===== config.mk =====
export PLATFORM = sky130hd
export DESIGN_NAME = io_port_ctrl
export DESIGN_NICKNAME = d
export VERILOG_FILES = /design/src/rtl/io_pkg.sv /design/src/rtl/io_btn_debounce.sv /design/src/rtl/io_port_ctrl.sv
export SDC_FILE = /design/constraint.sdc
export NUM_CORES = 1
export LEC_CHECK = 0
export ABC_AREA = 1
export CAP_MARGIN = 20
export CORE_MARGIN = 2
export CORE_UTILIZATION = 45
export DETAILED_ROUTE_END_ITERATION = 6
export PLACE_DENSITY = 0.85
export SETUP_SLACK_MARGIN = 0.5
export SKIP_CTS_REPAIR_TIMING = 1
export SYNTH_ARGS = -nofsm -noshare
export SYNTH_HDL_FRONTEND = slang
export SYNTH_SLANG_ARGS = --single-unit

===== constraint.sdc =====
create_clock -name clk -period 4 [get_ports clk]
set_input_delay 0.6 -clock clk [delete_from_list [all_inputs] [get_ports clk]]
set_output_delay 0.6 -clock clk [all_outputs]
set_load 0.01 [all_outputs]

===== src/rtl/io_pkg.sv =====
// Shared constants for the peripheral I/O port: register offsets and STATUS bit layout.
package io_pkg;

  localparam logic [1:0] IO_STATUS = 2'b00;
  localparam logic [1:0] IO_SW_LO  = 2'b01;
  localparam logic [1:0] IO_SW_HI  = 2'b10;
  localparam logic [1:0] IO_LED    = 2'b11;

  localparam int SW_READY_BIT  = 1;
  localparam int LED_READY_BIT = 0;

endpackage


===== src/rtl/io_btn_debounce.sv =====
// Button conditioning: 2-flop synchronizer, stable-level debounce counter and
// a one-cycle pulse on each rising edge of the debounced level.
module io_btn_debounce #(
  parameter logic [19:0] DEBOUNCE_CYCLES = 20'd1_000_000
) (
  input  logic clk,
  input  logic reset,
  input  logic btn_raw,
  output logic level,
  output logic rise_pulse
);

  logic        sync1;
  logic        sync2;
  logic        level_dly;
  logic [19:0] cnt;

  always_ff @(posedge clk or posedge reset) begin
    if (reset) begin
      sync1 <= 1'b0;
      sync2 <= 1'b0;
    end else begin
      sync1 <= btn_raw;
      sync2 <= sync1;
    end
  end

  // Any sample that agrees with the accepted level restarts the stability count.
  always_ff @(posedge clk or posedge reset) begin
    if (reset) begin
      cnt   <= 20'd0;
      level <= 1'b0;
    end else if (sync2 == level) begin
      cnt <= 20'd0;
    end else if (cnt == DEBOUNCE_CYCLES - 20'd1) begin
      cnt   <= 20'd0;
      level <= ~level;
    end else begin
      cnt <= cnt + 20'd1;
    end
  end

  always_ff @(posedge clk or posedge reset) begin
    if (reset) begin
      level_dly <= 1'b0;
    end else begin
      level_dly <= level;
    end
  end

  assign rise_pulse = level & ~level_dly;

endmodule


===== src/rtl/io_port_ctrl.sv =====
// Memory-mapped button/switch/LED peripheral: captures switches on btnR, commits
// the pending LED value on btnL, and reports both events through a polled STATUS word.
module io_port_ctrl
  import io_pkg::*;
#(
  parameter logic [19:0] DEBOUNCE_CYCLES = 20'd1_000_000,
  parameter int          SW_W            = 16,
  parameter int          LED_W           = 12
) (
  input  logic             clk,
  input  logic             reset,
  input  logic             pRead,
  input  logic             pWrite,
  input  logic [1:0]       addr,
  input  logic [31:0]      writeData,
  output logic [31:0]      readData,
  input  logic             btnL,
  input  logic             btnR,
  input  logic [SW_W-1:0]  switch,
  output logic [LED_W-1:0] led
);

  logic             pL;
  logic             pR;
  logic             l_level;
  logic             r_level;
  logic [SW_W-1:0]  sw_sync1;
  logic [SW_W-1:0]  sw_sync2;
  logic [SW_W-1:0]  sw_reg;
  logic [LED_W-1:0] led_pend;
  logic             sw_ready;
  logic             led_ready;
  logic             led_write;
  logic             unused_bits;

  io_btn_debounce #(.DEBOUNCE_CYCLES(DEBOUNCE_CYCLES)) u_btn_l (
    .clk        (clk),
    .reset      (reset),
    .btn_raw    (btnL),
    .level      (l_level),
    .rise_pulse (pL)
  );

  io_btn_debounce #(.DEBOUNCE_CYCLES(DEBOUNCE_CYCLES)) u_btn_r (
    .clk        (clk),
    .reset      (reset),
    .btn_raw    (btnR),
    .level      (r_level),
    .rise_pulse (pR)
  );

  assign led_write   = pWrite && (addr == IO_LED);
  assign unused_bits = ^{writeData[31:LED_W], l_level, r_level};

  always_ff @(posedge clk or posedge reset) begin
    if (reset) begin
      sw_sync1 <= '0;
      sw_sync2 <= '0;
    end else begin
      sw_sync1 <= switch;
      sw_sync2 <= sw_sync1;
    end
  end

  // A capture in the same cycle as an SW_HI read keeps the ready flag set.
  always_ff @(posedge clk or posedge reset) begin
    if (reset) begin
      sw_reg   <= '0;
      sw_ready <= 1'b0;
    end else if (pR) begin
      sw_reg   <= sw_sync2;
      sw_ready <= 1'b1;
    end else if (pRead && (addr == IO_SW_HI)) begin
      sw_ready <= 1'b0;
    end
  end

  // A commit in the same cycle as an LED write shows the old pending value,
  // and the write's clear of led_ready takes priority.
  always_ff @(posedge clk or posedge reset) begin
    if (reset) begin
      led       <= '0;
      led_pend  <= '0;
      led_ready <= 1'b0;
    end else begin
      if (pL) begin
        led <= led_pend;
      end
      if (led_write) begin
        led_pend  <= writeData[LED_W-1:0];
        led_ready <= 1'b0;
      end else if (pL) begin
        led_ready <= 1'b1;
      end
    end
  end

  always_comb begin
    readData = 32'd0;
    case (addr)
      IO_STATUS: begin
        readData[SW_READY_BIT]  = sw_ready;
        readData[LED_READY_BIT] = led_ready;
      end
      IO_SW_LO: readData = {24'd0, sw_reg[7:0]};
      IO_SW_HI: readData = {24'd0, sw_reg[15:8]};
      IO_LED:   readData = {{(32-LED_W){1'b0}}, led_pend};
      default:  readData = 32'd0;
    endcase
  end

endmodule


==> flow_summary.json, run 1 <==
{
  "drive_gt1_frac": 0.0954,
  "crit_start": "addr[0]",
  "maxSlewHeadroom": 0.356,
  "die_area_sq_um": 12600,
  "synth_edf_count": 0,
  "final_cell_area_sq_um": 6590,
  "layout.nets": 695,
  "reg2reg_depth": 3,
  "fin_setup_tns_ps": 0,
  "route.detailed.drc": 0,
  "endpoint": "readData[1]",
  "netlist_area_sq_um": 5290,
  "hold_class": "reg -> reg",
  "grt_max_degree": 48,
  "setup_viol": 0,
  "numCtsBuffers": 17,
  "synth_top_cell_by_area": "dfrtp_1",
  "grt.total_usage": 0.191,
  "grt_pass1_vias": 4006,
  "initial_utilization": 0.463,
  "synth_common_cells": "dfrtp_1, nor2_1, nand2_1, inv_1, nand3_1",
  "worstPathRequired_ps": 3400,
  "synth_most_common_cell": "dfrtp_1",
  "hpwl_mm": 7.40,
  "rsz0062_at_grt": "no",
  "avgSynthCellArea_sq_um": 9.35,
  "root_buffer": "clkbuf_16",
  "wl_per_cell_um": 14.2,
  "max_freq_mhz": 335,
  "die_w_um": 112,
  "finalWorstPathRequiredPeriod_ps": 2990,
  "fillCellCount": 915,
  "io_pins": 100,
  "hold_viol": 0,
  "power.density_nw_per_um2": 470,
  "insertion_delay_ps": 410,
  "portBuffers": 59,
  "drt_iter0_markers": 213,
  "cts_tree": "yes",
  "num_vias": 3980,
  "synthCells": 565,
  "clk_pin_slew_ps": 60,
  "arrival_ps": 2390,
  "ir_worst_vdd_mv": 0.324,
  "ys_types": 31,
  "fin_skew_ps": 8.55,
  "cts.htree.levels": 4,
  "syn_to_final_growth_pct": 24.8,
  "timing.rr.start": "u_btn_r.level",
  "num_rows": 39,
  "antenna_cells": 0,
  "viasPerCell": 5.02,
  "status": "complete, no violations",
  "ys_seq_area_frac": 0.578,
  "firstDrtPassIters": 6,
  "antenna_found_initial": 0,
  "place_ws_ps": 1030,
  "reg2reg_setup_slack_ps": 2180,
  "power.leakage_nw": 3.06,
  "setup_ws_ps": 1010,
  "grt_pass1_wl_mm": 19.2,
  "critPathKind": "in -> out",
  "yosys_warnings": 0,
  "yosys-top-cells-area": "dfrtp_1, nor2_1, nand2_1, inv_1, buf_4",
  "finish.utilization": 0.577,
  "async_flop_share": 1.00,
  "holdWs_ps": 346,
  "tightest_slew_ps": 966,
  "die_h_um": 112,
  "synth-seq-cells": 122,
  "largestRegisters": "u_btn_l.cnt (20), u_btn_r.cnt (20)",
  "coreArea_sq_um": 11400,
  "slew_viol_final": 0,
  "fin_crit_sh": 0.747,
  "drv_cap": 0,
  "place.gp.congestion": 0.842,
  "finalWirelength_mm": 11.3,
  "final_antenna_net_count": 0,
  "synth_top_area_share": 0.578,
  "cp_max_fo": 8,
  "cts_sinks": 122,
  "grt.overflow.total": 0,
  "cp-start-kind": "primary input",
  "cp-end-kind": "output pin",
  "post_dp_cell_area_sq_um": 5950,
  "timing.rr.end": "sw_reg[4]",
  "cts_buffer_depth": 2,
  "ys.flop_type": "dfrtp_1"
}
[layout by cell type, fill, tap and decap left out, types with 4 or more instances in the layout]
master and n:
xnor2_1 11, nor3_1 4, mux2_4 9, nor2_1 115, conb_1 20, inv_1 55, dfrtp_1 122, clkdlybuf4s50_1 59
inv_8 5, nand4_1 8, a21oi_1 23, buf_4 5, nand3_1 26, xor2_1 11, o221ai_1 5, o21ai_0 18
nand2_1 97, clkbuf_16 17, nor2_2 6
[cells by family after synthesis]
family / after synthesis / synth area share
xor gates and xnor gates: 22 / 0.0365
adders and majority gates: 2 / 0.00473
DFF: 122 / 0.578
and+or+nand+nor: 269 / 0.215
other: 1 / 0.000710
AOI/OAI and AO/OA: 52 / 0.0561
muxes: 11 / 0.0298
buffers and inverters: 86 / 0.0798
[report_power, final]
part	internal [W]	total (W)	switching, W	leakage [nW]
Combinational	0.0000688	0.000164	0.0000953	1.16
Clock	0.00103	0.00164	0.000617	0.315
Sequential	0.00128	0.00129	0.0000157	1.58
[critical path, stage by stage]
cell	delay (ps)
clkdlybuf4s50_1	520
inv_1	70
nor2_1	360
nand2_1	110
o2111ai_1	130
clkdlybuf4s50_1	600
[layer usage]
layer | GRT usage | wire length, um | vias to the layer above
met4 | 0.0659 | 165 | 0
met2 | 0.319 | 5700 | 163
met1 | 0.249 | 4720 | 1891
met3 | 0.0437 | 668 | 21
met5 | 0 | 0 | -
li1 | - | - | 1905
[worst min path at each step]
stage	start	end	slack, ps	depth (start not counted)
3_3_place_gp	sw_sync1[9]	sw_sync2[9]	330	0
2_1_floorplan	sw_sync1[0]	sw_sync2[0]	330	0
5_1_grt	sw_sync1[15]	sw_sync2[15]	360	0
3_5_place_dp	sw_sync1[0]	sw_sync2[0]	330	0
4_1_cts	sw_sync1[15]	sw_sync2[15]	350	0
6_report	sw_sync1[15]	sw_sync2[15]	350	0
[layout make-up]
cell class | instances | area, sq um | share of cell area
Inverter | 56 | 214 | 0.0324
Tap cell | 143 | 179 | 0.0271
Timing Repair Buffer | 64 | 628 | 0.0953
Clock inverter | 14 | 199 | 0.0302
Sequential cell | 122 | 3050 | 0.463
Clock buffer | 18 | 439 | 0.0666
Multi-Input combinational cell | 376 | 1880 | 0.285
[stage by stage]
| stage | cells | power [W] |
|---|---|---|
| detailed placement | 760 | 0.00148 |
| finish | 793 | 0.00310 |
| floorplan | 584 | 0.00141 |
| CTS | 792 | 0.00313 |
| global route | 793 | 0.00321 |
| global placement | 760 | 0.00147 |
(Power assumes the default switching activity.)
==> inputs of run 2 (changes only) <==
Clock period 4 ns to 2.6 ns, I/O delays scaled along.
==> run 2 against run 1 <==
Effect of this change:
- first-iteration DRC count did not move
- die area did not move
- worst hold slack barely moved
- clock power rose by 45%
- largest power group unchanged
- critical endpoint is now readData[11]
- largest cell class unchanged
- final area rose by 0.59%
- highest routed layer unchanged
- utilization rose by 0.34 points
- clock skew rose by 1.4 ps
- critical path depth fell by 1
==> flow_summary.json, run 2 (same netlist as run 1, synthesis figures left out) <==
{
  "cts_sinks": 122,
  "num_vias": 4056,
  "drt_iter0_markers": 213,
  "final_cell_mix": "dfrtp_1, nor2_1, nand2_1",
  "timing.rr.start": "u_btn_r.level",
  "timing.rr.end": "sw_reg[11]",
  "reg2reg_depth": 5,
  "crit_start": "addr[1]",
  "coreArea_sq_um": 11400,
  "slew_viol_final": 0,
  "fin_skew_ps": 9.93,
  "grt.overflow.total": 0,
  "cp-start-kind": "primary input",
  "layout.nets": 698,
  "place.gp.congestion": 0.914,
  "arrival_ps": 1600,
  "insertion_delay_ps": 400,
  "grt.total_usage": 0.196,
  "cp_max_fo": 9,
  "layout_commonest_cell": "dfrtp_1",
  "power.leakage_nw": 3.20,
  "finalWirelength_mm": 11.9,
  "hold_class": "reg -> reg",
  "die_area_sq_um": 12600,
  "initial_utilization": 0.463,
  "max_freq_mhz": 504,
  "cts.htree.levels": 4,
  "grt_pass1_vias": 4182,
  "cp-end-kind": "output pin",
  "viasPerCell": 5.11,
  "final_antenna_net_count": 0,
  "route.detailed.drc": 0,
  "worstPathRequired_ps": 2210,
  "root_buffer": "clkbuf_16",
  "finalWorstPathRequiredPeriod_ps": 1990,
  "clk_pin_slew_ps": 60,
  "hold_viol": 0,
  "rsz0062_at_grt": "no",
  "critPathKind": "in -> out",
  "largestRegisters": "u_btn_l.cnt (20), u_btn_r.cnt (20)",
  "fin_crit_sh": 0.764,
  "num_rows": 39,
  "grt_max_degree": 48,
  "antenna_cells": 0,
  "setup_viol": 0,
  "drive_gt1_frac": 0.101,
  "ir_worst_vdd_mv": 0.456,
  "antenna_found_initial": 0,
  "tightest_slew_ps": 847,
  "maxSlewHeadroom": 0.435,
  "status": "complete, no violations",
  "cts_tree": "yes",
  "firstDrtPassIters": 5,
  "syn_to_final_growth_pct": 25.5,
  "io_pins": 100,
  "endpoint": "readData[11]",
  "hpwl_mm": 7.82,
  "die_h_um": 112,
  "power_w": 0.00462,
  "fin_setup_tns_ps": 0,
  "power.density_nw_per_um2": 697,
  "drv_cap": 0,
  "wl_per_cell_um": 14.9,
  "cts_buffer_depth": 2,
  "grt_pass1_wl_mm": 19.6,
  "portBuffers": 59,
  "die_w_um": 112,
  "reg2reg_setup_slack_ps": 850,
  "numCtsBuffers": 17
}
==> run 2: changes by cell type in the layout (fill, tap and decap cells not counted), moves of 2 or more <==
cell | before | now
buf_12 | 0 | 2
clkdlybuf4s50_1 | 59 | 49
clkinv_2 | 0 | 2
dlymetal6s2s_1 | 0 | 10
inv_8 | 5 | 0
nand2_1 | 97 | 95
==> run 2: worst min-delay path by stage <==
| stage | startpoint | to | slack [ps] | depth (start not counted) |
|---|---|---|---|---|
| final | sw_sync1[2] | sw_sync2[2] | 350 | 0 |
| after floorplan | sw_sync1[0] | sw_sync2[0] | 330 | 0 |
| after detailed placement | sw_sync1[9] | sw_sync2[9] | 330 | 0 |
| after global placement | u_btn_r.sync1 | u_btn_r.sync2 | 330 | 0 |
| after CTS | sw_sync1[2] | sw_sync2[2] | 340 | 0 |
| after global routing | sw_sync1[2] | sw_sync2[2] | 350 | 0 |
==> run 2: power breakdown <==
part	internal, W	switching (W)
combinational	0.000110	0.000152
sequential	0.00197	0.0000255
clock	0.00151	0.000865
total	0.00358	0.00104
==> run 2: cell type report <==
class / instances / area [sq um]
fill: 899 / 4790
sequential: 122 / 3050
multi-input combinational: 376 / 1890
timing repair buffer: 67 / 701
clock buffer: 17 / 425
inverter: 56 / 214
tap: 143 / 179
clock inverter: 13 / 169
==> run 2: stage by stage <==
step                      setup WS, ps  instances  instance area [sq um]   util  hold WS (ps)
final                              615        794                   6630  0.581           346
after global routing               563        794                   6630  0.581           348
after CTS                          158        794                   6600  0.578           344
after detailed placement           163        764                   6000  0.526           335
after global placement             223        764                   6000  0.526           332
after floorplan                    713        584                   5360      -           331
==> run 2: critical path: stages <==
cell	delay [ps]
dlymetal6s2s_1	240
nand2_4	130
buf_4	180
nor2_1	100
clkdlybuf4s50_1	550
==> run 2: per-layer routing <==
metal,global-route usage,wire (um),vias to the layer above
met4,0.0789,227,0
li1,-,-,1900
met3,0.0427,668,28
met5,0,0,-
met2,0.334,6040,162
met1,0.246,4920,1966
